[config.mk]
export PLATFORM = sky130hd
export DESIGN_NAME = ccff_loader
export DESIGN_NICKNAME = d
export VERILOG_FILES = /design/src/rtl/ccff_loader.sv
export SDC_FILE = /design/constraint.sdc
export NUM_CORES = 1
export LEC_CHECK = 0
export BUFFER_PORTS_ARGS = -buffer_cell sky130_fd_sc_hd__buf_4
export CORE_UTILIZATION = 40
export DETAILED_ROUTE_END_ITERATION = 7
export GPL_TIMING_DRIVEN = 0
export HOLD_SLACK_MARGIN = 0.12
export PLACE_DENSITY_LB_ADDON = 0.05
export SYNTH_ARGS = -nofsm -noshare
export SYNTH_HDL_FRONTEND = slang
export SYNTH_SLANG_ARGS = --single-unit
[constraint.sdc]
create_clock -name clk -period 2.2 [get_ports clk]
set_input_delay 0.11 -clock clk [delete_from_list [all_inputs] [get_ports clk]]
set_output_delay 0.11 -clock clk [all_outputs]
set_load 0.005 [all_outputs]
[src/rtl/ccff_loader.sv]
// Host-side loader for the fabric configuration chain: serialises a byte stream MSB-first
// onto ccff_head with a divided prog_clk. Define CCFF_READBACK_EN for loop-back CRC verify.
module ccff_loader #(
  parameter int CHAIN_LEN = 128,
  parameter int DIV       = 2
) (
  input  logic       clk,
  input  logic       rst_n,
  input  logic       start,
  input  logic [7:0] s_data,
  input  logic       s_valid,
  output logic       s_ready,
  output logic       prog_clk,
  output logic       ccff_head,
  input  logic       ccff_tail,
  output logic       busy,
  output logic       done,
  output logic       crc_err
);

  localparam int CW = $clog2(CHAIN_LEN + 1);
  localparam int DW = (DIV > 1) ? $clog2(DIV) : 1;

  typedef enum logic [2:0] {
    IDLE, FETCH, SETUP, HIGH, FIN, VSETUP, VHIGH
  } state_t;

  state_t          state, state_n;
  logic [DW-1:0]   div_cnt, div_n;
  logic [CW-1:0]   bit_cnt, bit_n, bit_inc;
  logic [7:0]      shreg, shreg_n;
  logic            head_n;
  logic            phase_end;

`ifdef CCFF_READBACK_EN
  logic [7:0] crc_load, crc_load_n;
  logic [7:0] crc_rb, crc_rb_n;
  logic       crc_err_q, crc_err_n;

  // CRC-8, poly 0x07, MSB-first, one bit per call.
  function automatic logic [7:0] crc8_step(input logic [7:0] c, input logic b);
    return {c[6:0], 1'b0} ^ ((c[7] ^ b) ? 8'h07 : 8'h00);
  endfunction
`endif

  assign phase_end = (div_cnt == DW'(DIV - 1));
  assign bit_inc   = bit_cnt + CW'(1);

  // NOTE: every variable gets its default before the case so no path can infer a latch.
  always_comb begin
    state_n = state;
    div_n   = '0;
    bit_n   = bit_cnt;
    shreg_n = shreg;
    head_n  = ccff_head;
`ifdef CCFF_READBACK_EN
    crc_load_n = crc_load;
    crc_rb_n   = crc_rb;
    crc_err_n  = crc_err_q;
`endif
    case (state)
      IDLE: begin
        if (start) begin
          state_n = FETCH;
          bit_n   = '0;
`ifdef CCFF_READBACK_EN
          crc_load_n = '0;
          crc_rb_n   = '0;
          crc_err_n  = 1'b0;
`endif
        end
      end
      FETCH: begin
        if (s_valid && s_ready) begin
          shreg_n = s_data;
          head_n  = s_data[7];
          state_n = SETUP;
        end
      end
      SETUP: begin
        if (phase_end) state_n = HIGH;
        else           div_n   = div_cnt + DW'(1);
      end
      HIGH: begin
        if (!phase_end) begin
          div_n = div_cnt + DW'(1);
        end else begin
          shreg_n = {shreg[6:0], 1'b0};
          bit_n   = bit_inc;
`ifdef CCFF_READBACK_EN
          crc_load_n = crc8_step(crc_load, shreg[7]);
`endif
          if (bit_inc == CW'(CHAIN_LEN)) begin
`ifdef CCFF_READBACK_EN
            // Feed the chain's own output back in: CHAIN_LEN edges rotate it back to where it was.
            state_n  = VSETUP;
            bit_n    = '0;
            head_n   = ccff_tail;
            crc_rb_n = crc8_step(crc_rb, ccff_tail);
`else
            state_n = FIN;
            head_n  = 1'b0;
`endif
          end else if ((32'(bit_inc) % 8) == 0) begin
            state_n = FETCH;
          end else begin
            state_n = SETUP;
            head_n  = shreg[6];
          end
        end
      end
`ifdef CCFF_READBACK_EN
      VSETUP: begin
        if (phase_end) state_n = VHIGH;
        else           div_n   = div_cnt + DW'(1);
      end
      VHIGH: begin
        if (!phase_end) begin
          div_n = div_cnt + DW'(1);
        end else begin
          bit_n = bit_inc;
          if (bit_inc == CW'(CHAIN_LEN)) begin
            state_n   = FIN;
            head_n    = 1'b0;
            crc_err_n = (crc_load != crc_rb);
          end else begin
            state_n  = VSETUP;
            head_n   = ccff_tail;
            crc_rb_n = crc8_step(crc_rb, ccff_tail);
          end
        end
      end
`endif
      FIN:     state_n = IDLE;
      default: state_n = IDLE;
    endcase
  end

  // NOTE: sequential state uses non-blocking assignments so every flop samples pre-edge values.
  always_ff @(posedge clk or negedge rst_n) begin
    if (!rst_n) begin
      state     <= IDLE;
      div_cnt   <= '0;
      bit_cnt   <= '0;
      shreg     <= '0;
      s_ready   <= 1'b0;
      prog_clk  <= 1'b0;
      ccff_head <= 1'b0;
      busy      <= 1'b0;
      done      <= 1'b0;
    end else begin
      state     <= state_n;
      div_cnt   <= div_n;
      bit_cnt   <= bit_n;
      shreg     <= shreg_n;
      // Outputs are decoded from the next state so they line up with it, glitch-free.
      s_ready   <= (state_n == FETCH);
      prog_clk  <= (state_n inside {HIGH, VHIGH});
      ccff_head <= head_n;
      busy      <= (state_n inside {FETCH, SETUP, HIGH, VSETUP, VHIGH});
      done      <= (state_n == FIN);
    end
  end

`ifdef CCFF_READBACK_EN
  always_ff @(posedge clk or negedge rst_n) begin
    if (!rst_n) begin
      crc_load  <= '0;
      crc_rb    <= '0;
      crc_err_q <= 1'b0;
    end else begin
      crc_load  <= crc_load_n;
      crc_rb    <= crc_rb_n;
      crc_err_q <= crc_err_n;
    end
  end

  assign crc_err = crc_err_q;
`else
  logic unused_tail;
  assign unused_tail = ccff_tail;
  assign crc_err     = 1'b0;
`endif

endmodule
## Word-level counts from Yosys, hierarchy flattened

Cells that the tools add are included.

| word-level totals | value |
|---|---|
| word-level logic and storage cells | 56 |
| input bits | 13 |
| memories | 0 |
| register bits after elaboration | 24 |
| output and inout bits | 6 |
| ROM bits | 0 |
| latch bits | 0 |
| memory bits (writable) | 0 |

| operators by class | value |
|---|---|
| equal/unequal tests | 14 |
| multiplexer cells | 20 |
| magnitude comparators | 0 |
| add/sub/neg operators | 2 |
| multipliers | 0 |
| div/mod/pow operators | 0 |
| reduce and logical (&&, ||, !) cells | 11 |
| shift-type cells | 0 |
| bitwise logic cells | 0 |

Operators with widths:

| operator | number |
|---|---|
| $logic_not A32 Y1 | 1 |
| $mux W8 | 2 |
| $pmux W8 S2 | 1 |
| $mux W3 | 5 |
| $mux W7 | 2 |
| $pmux W7 S2 | 1 |
| $eq A3 B2 Y1 const B | 4 |
| $pmux W3 S4 | 1 |
| $eq A3 B3 Y1 const B | 3 |
| $add A8 B1 Y8 const B | 1 |
| $eq A8 B8 Y1 const B | 1 |
| $eq A3 B1 Y1 const B | 2 |
| $mux W1 | 6 |
| $ne A2 B2 Y1 const B | 3 |
| $reduce_and A3 Y1 | 2 |
| $reduce_bool A2 Y1 | 3 |
| $reduce_bool A5 Y1 | 1 |
| $reduce_and A4 Y1 | 1 |
| $logic_not A3 Y1 | 1 |
| $ne A3 B3 Y1 const B | 1 |
| $mux W2 | 1 |
| $pmux W1 S2 | 1 |
| $reduce_or A2 Y1 | 1 |
| $add A1 B1 Y1 const B | 1 |
| $logic_and A1 B1 Y1 | 1 |

## Logic depth before layout (Yosys ltp)

Gate-level depths: netlist of the first run.

| depth | value |
|---|---|
| depth after elaboration | 8 |
| depth in mapped cells | 8 |
| mapped depth without buffers | 7 |

## Least setup slack after synthesis of the first run

No wires, ideal clock.

| timing | value |
|---|---|
| path type | reg2reg |
| from | register bit_cnt[0] |
| to | register state[1] |
| arrival time | 2.213 ns |
| required time | 2.081 ns |
| library setup time | 0.119 ns |
| path buffers | 1 |
| cell stages (with the launch flop) | 9 |
| period minus slack after synthesis | 2.332 ns |
| slack | -0.132 ns |
| path through | dfrtp_1 -> ha_1 -> ha_1 -> and2b_2 -> o21ai_0 -> or4_1 -> clkbuf_2 -> or2_4 -> a21o_2 |

| on the way | value |
|---|---|
| cells in the longest elaborated chain, start to end | 6 |
| elaborated cells between the ends (all ways) | 7 |
| those cells by class | add/sub: 1; eq/ne: 1; mux: 4; reduce/logical: 1 |

Ends and longest elaborated chain:

| element | line | RTL |
|---|---|---|
| start, declared | 30 | `logic [CW-1:0] bit_cnt, bit_n, bit_inc;` |
| start signal, assigned | 154 | `bit_cnt <= bit_n;` |
| $add A8 B1 Y8 (*) | 47 | `assign bit_inc = bit_cnt + CW'(1);` |
| $logic_not A32 Y1 | 104 | `end else if ((32'(bit_inc) % 8) == 0) begin` |
| $mux W2 | 104 |  |
| $mux W3 (*) | 93 | `if (bit_inc == CW'(CHAIN_LEN)) begin` |
| $mux W3 (*) | 85 | `if (!phase_end) begin` |
| $pmux W3 S4 (*) | 61 | `case (state)` |
| via state_n[1] | 28 | `state_t state, state_n;` |
| end signal, assigned | 152 | `state <= state_n;` |
| end, declared | 28 |  |

Mark *: on every way through the listed nets, which the timed path passes. The rest lies on a longest branch.
A chain may end at the register's enable or synchronous reset.

## Worst setup path in the final report of the first run

| timing | value |
|---|---|
| from | register bit_cnt[1] |
| to | register s_ready |

| on the way | value |
|---|---|
| cells in the longest elaborated chain, start to end | 7 |
| elaborated cells between the ends (all ways) | 8 |
| those cells by class | add/sub: 1; eq/ne: 2; mux: 4; reduce/logical: 1 |

Ends and longest elaborated chain:

| element | line | RTL |
|---|---|---|
| $add A8 B1 Y8 (*) | 47 |  |
| $logic_not A32 Y1 | 104 |  |
| $mux W2 | 104 |  |
| $mux W3 (*) | 93 |  |
| $mux W3 (*) | 85 |  |
| $pmux W3 S4 (*) | 61 |  |
| $eq A3 B1 Y1 (*) | 157 | `s_ready <= (state_n == FETCH);` |
| end signal, assigned | 157 |  |
| end, declared | 12 | `output logic s_ready,` |

Mark *: on every way between the ends. The rest lies on a longest branch, timed or not.

==> results.cfg, run 1 <==
[outcome]
status = complete, but fails checks
failed_checks = setup timing

[worst_setup_path]
critical_path.max_stage_delay_ns = 0.53
worstPathRequired_ns = 2.43
cp.arrival_ns = 2.43
worst_setup_path_start_kind = register
r2r_start = bit_cnt[1]
rr_endpoint = s_ready
end_kind = register
crit_fanout = 6
rr_worst_depth = 7
reg2reg_slack_ns = -0.002
worstSetupPathType = reg2reg
crit_chain = ha_2 -> ha_4 -> and2b_2 -> o21ai_1 -> or4_4 -> or2_4 -> a211oi_2
crit_end = s_ready
slowest_stage = or4_4
cp-startpoint = bit_cnt[1]

[yosys]
yosysSeqAreaShare = 0.4633
avgSynthCellArea_sq_um = 9.259
ys_warn_count = 0
syn-num-nets = 155
ys_ff_latch = 24
synthCells = 140
synthesis.area_sq_um = 1296
synth_edf_count = 0
async_flop_share = 1.000
synth_flop_cell = dfrtp_1
ys_types = 42

[floorplan]
core-area_sq_um = 3053
die_area_sq_um = 3472
rows = 20
die_x_um = 58.93
die_h_um = 58.93
pin_count = 19
initial_utilization = 0.4246

[clocking]
clk_path_buf_depth = 2
clk_pin_slew_worst_paths_ns = 0.13
cts_num_sinks = 24
cts-root-buf = clkbuf_4
cts_tree = yes
cts_buffers = 3
clkLatencyLatePin_ns = 0.31
cts_max_level = 1

[layout]
num-nets-final = 188
mostFrequentLayoutCells = dfrtp_1, buf_4, nor2_1
drive_gt1_frac = 0.2558
layout_commonest_cell = dfrtp_1
num_antenna_cells = 0
syn_to_final_growth_pct = 27.22

[run]
drv_cap = 0

[sta]
post-route-period-util = 1.001
max_freq_ghz = 0.4541
setup_viol = 1
setup-tns-final_ns = -0.002282
fin_hold_ws_ns = 0.2137
rsz0062_at_grt = yes
final_hold_viol_count = 0
tightest_slew_ns = 0.6126
slew_headroom = 0.5887
post-route-min-period_ns = 2.202
drv_slew = 0
setup_ws_ns = -0.002282
fin_skew_ns = 0.003199

[power]
powerDensity_nw_per_um2 = 1190
peakVddDrop_uv = 566.8
p_leak_uw = 0.0007444

[place]
pre_cts_slack_ns = -0.1306
io_buffer_count = 16
hpwl_mm = 1.829
gp_congestion = 0.7738

[grt]
grt_start_max_net_pins = 25
grt_pass1_vias = 1060
grt_pass1_wl_mm = 4.429
antenna_found_initial = 0
grtUsageTotal = 0.1700
gr-total-overflow = 0

[routing]
wire_per_inst_um = 11.96
vias_per_cell = 5.037
drc = 0
vias = 1088
drt_iter0_drc = 36
firstDrtPassIters = 5
ant_nets = 0
wl_mm = 2.584

[worst_hold_path]
hp-class = in2async
## report_power, final
group | leakage (uW) | total, uW | switching, uW | internal, uW
registers | 0.000295 | 727 | 118 | 609
logic | 0.000428 | 1000 | 530 | 474
clock network | 0.0000210 | 231 | 130 | 101
total | 0.000744 | 1960 | 777 | 1180
## layer usage
layer / GRT usage / part of all wire / up-vias
met5: 0 / 0 / -
met4: 0.08503 / 0.0074 / 0
met3: 0.01978 / 0.029 / 2
met2: 0.3084 / 0.50 / 16
met1: 0.1961 / 0.46 / 516
li1: - / - / 554
## cells by family (layout without fill, tap and decap cells)
group	count (synthesis)	in the layout	synth area share
and+or+nand+nor	54	54	0.2095
AOI/OAI and AO/OA	37	37	0.1834
DFF	24	24	0.4633
buffers and inverters	12	44	0.04729
muxes	6	6	0.04730
xor gates and xnor gates	4	4	0.02703
adders and majority gates	2	2	0.01930
other	1	1	0.002893
## worst min-delay path by stage
stage,from,end,slack [ns],cells after the start
after global placement,rst_n,busy,0.03,1
after floorplan,rst_n,bit_cnt[0],-0.19,0
after CTS,rst_n,shreg[1],0.21,2
after detailed placement,rst_n,busy,0.03,1
final,rst_n,busy,0.21,2
after global routing,rst_n,shreg[2],0.23,2
## cell usage after synthesis, types with 2 or more instances
| library cell | count | area, sq um |
|---|---|---|
| xnor2_1 | 2 | 17.52 |
| dfrtp_1 | 24 | 600.6 |
| a22o_1 | 2 | 17.52 |
| xor2_1 | 2 | 17.52 |
| and3_1 | 2 | 12.51 |
| or2_2 | 2 | 12.51 |
| o21ai_0 | 10 | 50.05 |
| nor2_1 | 21 | 78.83 |
| nand3b_1 | 2 | 15.01 |
| o31ai_1 | 2 | 15.01 |
| nor3_1 | 2 | 10.01 |
| or4_1 | 2 | 15.01 |
| mux2i_1 | 5 | 50.05 |
| inv_1 | 3 | 11.26 |
| ha_1 | 2 | 25.02 |
| clkbuf_1 | 5 | 18.77 |
| buf_4 | 2 | 15.01 |
| nand3_1 | 5 | 25.02 |
| nand2b_1 | 3 | 18.77 |
| nand2_1 | 10 | 37.54 |
| a21oi_1 | 11 | 55.05 |
## worst max-delay path, delay by kind of cell, from the launching register on
family                     cells  cell delay, ns
DFF                            1            0.41
adders and majority gates      2            0.43
and+or+nand+nor                3            1.02
AOI/OAI and AO/OA              2            0.27
## final cells by class
class,instances,area [sq um]
fill,290,1404
multi-input combinational,104,663.1
sequential,24,600.6
timing repair buffer,29,237.7
tap,44,55.05
buffer,8,45.04
clock buffer,4,36.28
inverter,3,11.26
## state kept, by name, indices dropped and copies added, names as in the netlist
register   cells
bit_cnt        8
busy           1
ccff_head      1
div_cnt        1
done           1
prog_clk       1
s_ready        1
shreg          7
state          3
## repair_timing
item,in CTS,in global routing
hold buffers,8,0
endpoints found under the setup margin,6,8
resized for setup,5,4
endpoints found under the hold margin,31,0
gates cloned,0,0
pin swaps,2,0
setup buffers,4,1
## stage by stage
stage	cell area [sq um]	std cells	power [uW]	util
after floorplan	1311	140	1415	-
after global placement	1486	200	1640	0.4869
after detailed placement	1486	200	1669	0.4869
after CTS	1647	216	1978	0.5393
after global routing	1649	216	2145	0.5402
final	1649	216	1962	0.5402
Note: power is estimated with default switching activity, not from simulation.
==> inputs of run 2 (changes only) <==
--- a/config.mk
+++ b/config.mk
@@ -6,7 +6,7 @@
 export NUM_CORES = 1
 export LEC_CHECK = 0
 export BUFFER_PORTS_ARGS = -buffer_cell sky130_fd_sc_hd__buf_4
-export CORE_UTILIZATION = 40
+export CORE_UTILIZATION = 26
 export DETAILED_ROUTE_END_ITERATION = 7
 export GPL_TIMING_DRIVEN = 0
 export HOLD_SLACK_MARGIN = 0.12
==> results.cfg, run 2 (synthesized netlist as in run 1, its figures left out) <==
[sta]
fin_hold_ws_ns = 0.1368
slew_headroom = 0.5373
final_hold_viol_count = 0
drv_slew = 0
rsz0062_at_grt = yes
setup_ws_ns = -0.05054
post-route-min-period_ns = 2.251
max_freq_ghz = 0.4443
setup_viol = 2
fin_skew_ns = 0.002635
tightest_slew_ns = 0.6891
post-route-period-util = 1.023

[routing]
ant_nets = 0
firstDrtPassIters = 4
wl_mm = 2.847
drt_iter0_drc = 51
vias = 1055
vias_per_cell = 4.528
drc = 0
wire_per_inst_um = 12.22

[worst_setup_path]
worstPathRequired_ns = 2.36
cpMostUsedCell = ha_4
cp.arrival_ns = 2.41
crit_family = simple AND/OR/NAND/NOR gates
slowest_stage = or4_1
critical_path_buf_inv_count = 1
critical_path.max_stage_delay_ns = 0.48
worstSetupPathType = reg2reg
crit_chain = ha_4 -> ha_4 -> and2b_2 -> o21ai_1 -> or4_1 -> clkbuf_8 -> or2_4 -> a21o_2
crit_fanout = 6
end_kind = register
worst_setup_path_start_kind = register

[layout]
post-route-util = 0.3455
top_regs = bit_cnt: 8 flops, shreg: 7 flops, state: 3 flops
largest_reg_flops = 8
num-nets-final = 183
num_antenna_cells = 0
syn_to_final_growth_pct = 26.74
drive_gt1_frac = 0.2530
mostFrequentLayoutCells = dfrtp_1, buf_4, nor2_1
layout_commonest_cell = dfrtp_1
top_register = bit_cnt
final_cells = 233

[clocking]
clk_pin_slew_worst_paths_ns = 0.08
cts_tree = yes
clk_path_buf_depth = 2
cts_buffers = 3
clkLatencyLatePin_ns = 0.26
cts_num_sinks = 24
cts_max_level = 1
cts-root-buf = clkbuf_8

[place]
io_buffer_count = 16
hpwl_mm = 2.004
gp_congestion = 0.8146
dp_cells = 223

[grt]
grt_start_max_net_pins = 25
grt_pass1_vias = 1053
gr-total-overflow = 0
grtUsageTotal = 0.1210
antenna_found_initial = 0
grt_pass1_wl_mm = 4.899

[power]
switching_share = 0.3974
p_seq_frac = 0.361
clkPwrFrac = 0.127
powerDensity_nw_per_um2 = 1237
peakVddDrop_uv = 373.1
p_sw_uw = 807.3
power_uw = 2031
p_leak_uw = 0.0007283
p_int_uw = 1224
pwr-share-comb = 0.511

[outcome]
failed_checks = setup timing
status = complete, but fails checks

[floorplan]
die_h_um = 72.61
core-area_sq_um = 4755
die_x_um = 72.61
pin_count = 19
rows = 25
die_area_sq_um = 5272
initial_utilization = 0.2726

[worst_hold_path]
hp-class = in2reg

[run]
drv_cap = 0
## run 2: changes by cell type in the layout (fill, tap and decap cells not counted), sizes merged
cell	delta
dlygate4sd3	-6
## run 2: timing repair
action | in CTS | in global routing
buffers inserted | 3 | 2
gates resized for setup | 5 | 3
hold buffers | 2 | 0
setup endpoints to repair | 6 | 8
pin swaps | 2 | 3
endpoints found under the hold margin | 25 | 0
## run 2: through the flow
step,setup slack (ns),instance area (sq um),setup TNS [ns]
final,-0.05054,1643,-0.09546
after global routing,-0.1140,1643,-0.4540
after CTS,-0.09220,1613,-0.2890
after detailed placement,-0.1392,1515,-0.5330
after global placement,-0.1532,1515,-0.5341
after floorplan,-0.004500,1311,-0.004500
## run 2: worst paths after layout
kind                       startpoint         end  slack [ns]  cells past startpoint
max                        bit_cnt[1]    state[1]       -0.05                      8
min                         s_data[1]    shreg[1]        0.14                      3
max reg2reg                bit_cnt[1]    state[1]       -0.05                      8
min reg2reg                bit_cnt[7]  bit_cnt[7]        0.51                      1
max in group asynchronous       rst_n     div_cnt        1.66                      2
min in group asynchronous       rst_n  bit_cnt[4]        0.29                      2
## run 2: worst min-delay path, delay by kind of cell
kind,cells,cell delay [ns]
AO/OA/AOI/OAI,2,0.17
buffers and inverters,1,0.08
## run 2: routing by layer
metal,share of wire,GRT usage,vias to the layer above
li1,-,-,543
met1,0.49,0.1545,502
met2,0.48,0.2066,8
met3,0.023,0.01796,2
met4,0.0081,0.04575,0
met5,0,0,-
## run 2: final cells by class
| class | count | area, sq um |
|---|---|---|
| Sequential cell | 24 | 600.6 |
| Clock buffer | 3 | 41.29 |
| Inverter | 3 | 11.26 |
| Tap cell | 67 | 83.83 |
| Timing Repair Buffer | 23 | 177.7 |
| Multi-Input combinational cell | 104 | 669.4 |
| Buffer | 9 | 58.81 |
| Fill cell | 522 | 3112 |
## run 2: power by group through the flow
stage	clock network (uW)	registers (uW)	logic (uW)
6_report	258	734	1040
5_1_grt	291	759	1180
4_1_cts	274	727	1010
3_5_place_dp	0	746	941
3_3_place_gp	0	746	924
2_1_floorplan	0	723	692
==> inputs of run 3 (changes only) <==
--- a/config.mk
+++ b/config.mk
@@ -11,6 +11,7 @@
 export GPL_TIMING_DRIVEN = 0
 export HOLD_SLACK_MARGIN = 0.12
 export PLACE_DENSITY_LB_ADDON = 0.05
+export REMOVE_ABC_BUFFERS = 1
 export SYNTH_ARGS = -nofsm -noshare
 export SYNTH_HDL_FRONTEND = slang
 export SYNTH_SLANG_ARGS = --single-unit
==> results.cfg, run 3 (synthesized netlist as in run 1, its figures left out) <==
[clocking]
cts-root-buf = clkbuf_8
cts_num_sinks = 24
cts_tree = yes
cts_max_level = 1
clkLatencyLatePin_ns = 0.27
clk_pin_slew_worst_paths_ns = 0.09
cts_buffers = 3
clk_path_buf_depth = 2

[worst_setup_path]
crit_family = simple AND/OR/NAND/NOR gates
cp.arrival_ns = 2.38
cpMostUsedCell = ha_4
crit_end = state[1]
rr_endpoint = state[1]
r2r_start = bit_cnt[0]
reg2reg_slack_ns = -0.02
critical_path_buf_inv_count = 0
end_kind = register
cp-startpoint = bit_cnt[0]
slowest_stage = or4_4
worstPathRequired_ns = 2.36
worst_setup_path_start_kind = register
rr_worst_depth = 7
crit_chain = ha_4 -> ha_4 -> and2b_2 -> o21ai_2 -> or4_4 -> or2_4 -> a21o_2
path_depth = 7
crit_fanout = 6
critical_path.max_stage_delay_ns = 0.59
worstSetupPathType = reg2reg

[run]
drv_cap = 0

[layout]
largest_reg_flops = 8
layout_commonest_cell = dfrtp_1
syn_to_final_growth_pct = 28.19
num_antenna_cells = 0
top_register = bit_cnt
fill_cells = 508
top_regs = bit_cnt: 8 flops, shreg: 7 flops, state: 3 flops
drive_gt1_frac = 0.2938
mostFrequentLayoutCells = dfrtp_1, buf_4, nor2_1
num-nets-final = 176

[outcome]
status = complete, but fails checks
failed_checks = setup timing

[grt]
grtUsageTotal = 0.1226
grt_pass1_vias = 1011
grt_start_max_net_pins = 25
gr-total-overflow = 0
antenna_found_initial = 0
grt_pass1_wl_mm = 4.864

[routing]
drt_iter0_drc = 29
firstDrtPassIters = 4
ant_nets = 0
vias = 1068
wl_mm = 2.901
vias_per_cell = 4.705
drc = 0
wire_per_inst_um = 12.78

[sta]
fin_hold_ws_ns = 0.1371
post-route-min-period_ns = 2.216
setup_viol = 1
final_hold_viol_count = 0
setup-tns-final_ns = -0.01595
slew_headroom = 0.5512
rsz0062_at_grt = yes
fin_skew_ns = 0.007597
post-route-period-util = 1.007
tightest_slew_ns = 0.6675
max_freq_ghz = 0.4513
drv_slew = 0
setup_ws_ns = -0.01595

[place]
hpwl_mm = 1.918
io_buffer_count = 16
gp_congestion = 0.7923
pre_cts_slack_ns = -0.3232

[floorplan]
die_x_um = 72.61
initial_utilization = 0.2726
rows = 25
die_area_sq_um = 5272
core-area_sq_um = 4755
pin_count = 19
die_h_um = 72.61

[power]
powerDensity_nw_per_um2 = 1284
peakVddDrop_uv = 506.3
p_leak_uw = 0.0007267

[worst_hold_path]
hp-class = in2reg
min_from = s_data[1]
==> run 3: what timing repair did <==
item | 4_1_cts | 5_1_grt
setup endpoints to repair | 8 | 8
pin swaps | 3 | 5
endpoints found under the hold margin | 25 | 0
buffers inserted | 5 | 2
gates resized for setup | 5 | 11
hold buffers | 2 | 0
==> run 3: where the power goes <==
part | internal (uW) | total [uW] | switching, uW
Sequential | 610 | 786 | 175
Clock | 243 | 391 | 148
Combinational | 457 | 957 | 500
Total | 1310 | 2130 | 823
==> run 3: worst reg2reg max path: cells and delay by family (launching register included) <==
kind,cells,cell delay [ns]
simple gates,3,1.08
flops,1,0.42
fa+ha+maj,2,0.39
compound gates,2,0.23
==> run 3: final cells by class <==
class                   count  area (sq um)  area share
flip-flops and latches     24         600.6      0.3614
well taps                  67         83.83     0.05045
inverters                   3         11.26    0.006777
repair buffers             25         196.4      0.1182
clock buffers               3         41.29     0.02485
clock inverters             1         30.03     0.01807
multi-input cells         104         698.2      0.4202
==> run 3: how the worst min path moves through the flow <==
| stage | endpoint | slack, ns | cells past startpoint |
|---|---|---|---|
| floorplan | bit_cnt[0] | -0.19 | 0 |
| global placement | shreg[4] | 0.04 | 1 |
| detailed placement | shreg[4] | 0.04 | 1 |
| CTS | shreg[1] | 0.14 | 3 |
| global route | shreg[5] | 0.16 | 3 |
| finish | shreg[1] | 0.14 | 3 |
==> run 3: routing by layer <==
metal | track usage | wire length [um] | vias to the layer above
met3 | 0.03177 | 142 | 6
li1 | - | - | 530
met1 | 0.1559 | 1325 | 509
met5 | 0 | 0 | -
met2 | 0.1973 | 1376 | 23
met4 | 0.05229 | 56 | 0
==> run 3: metrics by stage <==
| stage | instance area (sq um) | total power, uW | cells | util |
|---|---|---|---|---|
| finish | 1662 | 2133 | 227 | 0.3495 |
| global route | 1662 | 2327 | 227 | 0.3495 |
| CTS | 1613 | 2099 | 225 | 0.3392 |
| detailed placement | 1450 | 1599 | 214 | 0.3050 |
| global placement | 1450 | 1586 | 214 | 0.3050 |
| floorplan | 1246 | 1337 | 131 | - |
